--- src/rtl/emux_tx_mark_pkg.sv ---
// Shared definitions for the tx mux client chain: the framing state encoding
// and the bit layout of the 10-bit chain word {m, p, d}.
package emux_tx_mark_pkg;

    typedef enum logic [1:0] {
        ST_IDLE = 2'd0,
        ST_HDR  = 2'd1,
        ST_PAY  = 2'd2,
        ST_TAIL = 2'd3
    } tx_state_e;

    localparam int OUT_W    = 10;
    localparam int OUT_M    = 9;
    localparam int OUT_P    = 8;
    localparam int OUT_D_HI = 7;
    localparam int OUT_D_LO = 0;

endpackage

--- src/rtl/emux_tx_mark.sv ---
// Upstream feeder of the tx mux chain. Walks the octets of an outgoing UDP
// datagram, marks the second port octet (p) and the payload window (m), and
// reports framing errors plus a completed-frame count.
module emux_tx_mark
    import emux_tx_mark_pkg::*;
#(
    parameter int port_off = 2,
    parameter int len_off  = 4,
    parameter int hdr_len  = 8,
    parameter int jumbo_dw = 14
) (
    input  logic                 clk,
    input  logic                 rst_n,
    input  logic [7:0]           rx_d,
    input  logic                 rx_s,
    output logic [OUT_W-1:0]     out_c,
    output logic [15:0]          pkt_cnt,
    output logic                 err_short,
    output logic                 err_long,
    output logic                 err_len
);

    localparam logic [jumbo_dw-1:0] OC_ONE      = jumbo_dw'(1);
    localparam logic [jumbo_dw-1:0] OC_PORT     = jumbo_dw'(port_off + 1);
    localparam logic [jumbo_dw-1:0] OC_LEN_MSB  = jumbo_dw'(len_off);
    localparam logic [jumbo_dw-1:0] OC_LEN_LSB  = jumbo_dw'(len_off + 1);
    localparam logic [jumbo_dw-1:0] OC_HDR_LAST = jumbo_dw'(hdr_len - 1);
    localparam logic [15:0]         LEN_HDR     = 16'(hdr_len);
    localparam logic [31:0]         LEN_LIMIT   = 32'd1 << jumbo_dw;

    tx_state_e           state_q, state_d;
    logic [jumbo_dw-1:0] oc_q, oc_d;
    logic [15:0]         len_q, len_d;
    logic                long_seen_q, long_seen_d;
    logic [OUT_W-1:0]    out_q, out_d;
    logic [15:0]         pkt_q, pkt_d;
    logic                err_short_q, err_short_d;
    logic                err_long_q, err_long_d;
    logic                err_len_q, err_len_d;

    logic                m, p;
    logic                len_bad;
    logic                pay_last;
    logic [jumbo_dw-1:0] len_lo;

    // Length decode against the header size and the counter range; the
    // payload ends on the octet whose index is L-1.
    always_comb begin
        len_lo   = len_q[jumbo_dw-1:0];
        len_bad  = (len_q < LEN_HDR) || (32'(len_q) >= LEN_LIMIT);
        pay_last = (oc_q == (len_lo - OC_ONE));
    end

    // Next-state, marks, length latch and error pulses for the current octet.
    always_comb begin
        state_d     = state_q;
        oc_d        = oc_q;
        len_d       = len_q;
        long_seen_d = long_seen_q;
        pkt_d       = pkt_q;
        err_short_d = 1'b0;
        err_long_d  = 1'b0;
        err_len_d   = 1'b0;
        m           = 1'b0;
        p           = 1'b0;
        out_d       = '0;

        if (!rx_s) begin
            // A low strobe closes any open frame; err_len frames already sit
            // in TAIL, so they never also raise err_short.
            state_d     = ST_IDLE;
            oc_d        = '0;
            long_seen_d = 1'b0;
            if (state_q != ST_IDLE) begin
                pkt_d = pkt_q + 16'd1;
                if (state_q == ST_HDR || state_q == ST_PAY) begin
                    err_short_d = 1'b1;
                end
            end
        end else begin
            oc_d = (&oc_q) ? oc_q : (oc_q + OC_ONE);
            p    = (oc_q == OC_PORT);
            if (oc_q == OC_LEN_MSB) len_d[15:8] = rx_d;
            if (oc_q == OC_LEN_LSB) len_d[7:0]  = rx_d;

            case (state_q)
                ST_IDLE: state_d = ST_HDR;
                ST_HDR: begin
                    if (oc_q == OC_HDR_LAST) begin
                        if (len_bad) begin
                            err_len_d = 1'b1;
                            state_d   = ST_TAIL;
                        end else if (len_q == LEN_HDR) begin
                            state_d = ST_TAIL;
                        end else begin
                            state_d = ST_PAY;
                        end
                    end
                end
                ST_PAY: begin
                    m = 1'b1;
                    if (pay_last) state_d = ST_TAIL;
                end
                ST_TAIL: begin
                    if (!long_seen_q) begin
                        err_long_d  = 1'b1;
                        long_seen_d = 1'b1;
                    end
                end
                default: state_d = ST_IDLE;
            endcase

            out_d[OUT_M]             = m;
            out_d[OUT_P]             = p;
            out_d[OUT_D_HI:OUT_D_LO] = rx_d;
        end
    end

    // State, counters and the registered chain word / status outputs.
    always_ff @(posedge clk or negedge rst_n) begin
        if (!rst_n) begin
            state_q     <= ST_IDLE;
            oc_q        <= '0;
            len_q       <= '0;
            long_seen_q <= 1'b0;
            out_q       <= '0;
            pkt_q       <= '0;
            err_short_q <= 1'b0;
            err_long_q  <= 1'b0;
            err_len_q   <= 1'b0;
        end else begin
            state_q     <= state_d;
            oc_q        <= oc_d;
            len_q       <= len_d;
            long_seen_q <= long_seen_d;
            out_q       <= out_d;
            pkt_q       <= pkt_d;
            err_short_q <= err_short_d;
            err_long_q  <= err_long_d;
            err_len_q   <= err_len_d;
        end
    end

    assign out_c     = out_q;
    assign pkt_cnt   = pkt_q;
    assign err_short = err_short_q;
    assign err_long  = err_long_q;
    assign err_len   = err_len_q;

endmodule
--- config.mk ---
export PLATFORM = sky130hd
export DESIGN_NAME = emux_tx_mark
export DESIGN_NICKNAME = d
export VERILOG_FILES = /design/src/rtl/emux_tx_mark_pkg.sv /design/src/rtl/emux_tx_mark.sv
export SDC_FILE = /design/constraint.sdc
export NUM_CORES = 1
export LEC_CHECK = 0
export CORE_AREA = 2 2 83 85
export DETAILED_ROUTE_END_ITERATION = 12
export DIE_AREA = 0 0 85 87
export GPL_ROUTABILITY_DRIVEN = 0
export PLACE_DENSITY_LB_ADDON = 0.25
export SLEW_MARGIN = 10
export SYNTH_ARGS = -nofsm -noshare
export SYNTH_HDL_FRONTEND = slang
export SYNTH_SLANG_ARGS = --single-unit
export TNS_END_PERCENT = 1
--- constraint.sdc ---
create_clock -name clk -period 3.91 [get_ports clk]
set_clock_uncertainty 0.2 [all_clocks]
set_input_delay 0.391 -clock clk [delete_from_list [all_inputs] [get_ports clk]]
set_output_delay 0.391 -clock clk [all_outputs]
set_load 0.05 [all_outputs]
==> results.ini <==
[global_route]
grt_pass1_wl_um=10510
grt_max_degree=34
antenna_found_initial=0
grt_overflow=0
grt_pass1_vias=2180
grt.total_usage_pct=18.46

[timing]
slew_headroom_pct=48.32
tightest_slew_ns=0.7728
setup_viol=0
hold_viol=0
fin_crit_sh_pct=68.17
fin_setup_tns_ns=0
period_minus_slack_ns=2.665
fin_ws_ns=1.245
slew_violations=0
rsz0062_at_grt=no
fmax_mhz=375.2

[floorplanning]
die_y_um=87
core_mm2=0.006569
die-area_mm2=0.007395
die_w_um=85
pin_count=40
initial_core_util_pct=48.61
std_cell_rows=30

[clocking]
cts_buffers=9
cts.clk_slew.worst_paths_ns=0.07
cts_root_buffer=clkbuf_8
cts_max_path_buffers=2
htree_levels=3
cts_tree=built
insertion_delay_ns=0.34
ctsHoldBuffers=1
post_cts_buffers=0
cts_resized=0
clock_sinks=62

[placement]
portBuffers=39
dpl.hpwl_um=4548
dpl_cell_area_mm2=0.003627
dp.cells=412
post-place-ws_ns=0.9916

[critical_path]
path_cells=inv_1 -> ha_1 -> nor3b_1 -> nor4b_2 -> nand3_1 -> o21a_2 -> o21ai_1 -> a41oi_2 -> mux2i_1
worst-r2r-setup-slack_ns=1.24
crit_type=reg2reg
critPathBufInv=1
cpLargestDelayFamily=simple AND/OR/NAND/NOR gates
critPathRequiredTime_ns=3.93
arrival_ns=2.68
cp_slowest_stage_delay_ns=0.46
cp_max_fo=5
cp_slowest_cell=dfrtp_1
endpoint_kind=flop
cp-start-kind=flop

[synthesis]
syn_area_per_cell_um2=10.64
syn_area_mm2=0.003193
synth_ff_type=dfrtp_1
syn_nets=320
synth_edf_count=0
ys_async_sr_fraction_pct=100.0
ys_warn_count=0
ys_ff_latch=62
seq_area_frac_synth_pct=48.59
synth_cell_types=49
synth_cells=300

[final_layout]
syn2layout_area_growth_pct=19.36
layout.cells.non_filler=428
n_fill_cell=560
layout-drive-gt1-share_pct=8.333
antenna_cells=0
final_cell_area_mm2=0.003811
utilization_pct=58.02
final_nets=364

[pwr]
power_density_mw_per_mm2=546.0
leakagePower_nw=1.700
ir_drop_v=0.0003654

[detailed_routing]
wl_per_cell_um=14.54
vias_per_cell=5.315
drt-met1-wl_um=2949
postRouteAntennaNets=0
first_pass_iters=4
wl_met2_um=2837
drc=0
route.met3.wl_um=325
vias=2275
first_iter_violations=102
routed.top_layer=met4
wl_um=6221

[hold_path]
hold_path.class=reg2reg

[run_status]
status=complete, no violations

[flow_run]
max-cap-violations=0

## placed cells by master (no fill, tap or decap), types with 2 or more instances in the layout
cell             count
nor4_1               3
inv_1               11
o21ai_0              4
clkinv_2             3
mux2i_1              7
nor3_1               5
and2_1              10
nand2_1             23
nand4_1             11
dfrtp_1             62
nand3_1             14
a21oi_1              5
nor2_1              29
a31oi_1              2
nand2b_1             4
and3_1               5
or4_4                3
mux2_1              17
clkbuf_8            11
nor3b_1              2
o21ai_1              7
xnor2_1             18
ha_1                 9
clkdlybuf4s50_1     38
xor2_1              19
## synthesized netlist by cell type (2+ instances only)
| library cell | number | area, µm² |
|---|---|---|
| a21oi_1 | 5 | 25.02 |
| a31oi_1 | 2 | 12.51 |
| and2_1 | 10 | 62.56 |
| and3_1 | 5 | 31.28 |
| clkbuf_1 | 4 | 15.01 |
| dfrtp_1 | 62 | 1551 |
| ha_1 | 9 | 112.6 |
| inv_1 | 11 | 41.29 |
| mux2_1 | 17 | 191.4 |
| mux2i_1 | 7 | 70.07 |
| nand2_1 | 23 | 86.33 |
| nand2b_1 | 4 | 25.02 |
| nand3_1 | 14 | 70.07 |
| nand4_1 | 11 | 68.82 |
| nor2_1 | 29 | 108.9 |
| nor3_1 | 5 | 25.02 |
| nor3b_1 | 2 | 15.01 |
| nor4_1 | 3 | 18.77 |
| o21ai_0 | 4 | 20.02 |
| o21ai_1 | 7 | 35.03 |
| or4_4 | 3 | 33.78 |
| xnor2_1 | 18 | 157.7 |
| xor2_1 | 19 | 166.4 |
## registers in the layout, indices dropped and copies added (netlist names), 2 cells and up
name     count
len_q       16
pkt_cnt     16
oc_q        14
out_c       10
state_q      2
## through the flow
stage / hold WS (ns) / power, mW
after floorplan: -0.1046 / 1.390
after global placement: 0.2189 / 1.580
after detailed placement: 0.2357 / 1.599
after CTS: 0.2499 / 2.101
after global routing: 0.2695 / 2.207
final: 0.2512 / 2.081
## final timing paths
| check | start | to | cells after the start |
|---|---|---|---|
| worst max-delay path | len_q[0] | state_q[1] | 9 |
| min in group asynchronous | rst_n | out_c[1] | 2 |
| worst min register to register | long_seen_q | err_long | 1 |
| worst min-delay path | long_seen_q | err_long | 1 |
| worst max register to register | len_q[0] | state_q[1] | 9 |
| max in group asynchronous | rst_n | err_long | 3 |
## per-layer routing
metal | vias up | GRT usage, %
li1 | 1133 | -
met1 | 1081 | 26.10
met2 | 49 | 26.70
met3 | 12 | 5.308
met4 | 0 | 7.504
met5 | - | 0
## layout make-up
type                            instances  area, µm²  share of cell area (%)
Inverter                               12      45.04                   1.182
Clock inverter                          4      22.52                  0.5909
Multi-Input combinational cell        218       1538                   40.35
Clock buffer                           11      151.4                   3.972
Sequential cell                        62       1551                   40.71
Tap cell                               80      100.1                   2.626
Timing Repair Buffer                   41      402.9                   10.57
## power breakdown
part           internal [mW]  switching, mW  leakage [nW]
sequential             0.741          0.130         0.824
clock                  0.257          0.240        0.0910
combinational          0.316          0.397         0.784
## logic make-up (layout without fill, tap and decap cells)
| kind of cell | Yosys count | after routing | synth area share (%) |
|---|---|---|---|
| compound gates | 26 | 26 | 5.212 |
| xor+xnor | 37 | 37 | 10.15 |
| fa+ha+maj | 9 | 9 | 3.527 |
| buf+inv | 20 | 68 | 3.252 |
| flops | 62 | 62 | 48.59 |
| mux | 24 | 24 | 8.190 |
| simple gates | 122 | 122 | 21.08 |
Power figures use the tool's default switching activity.
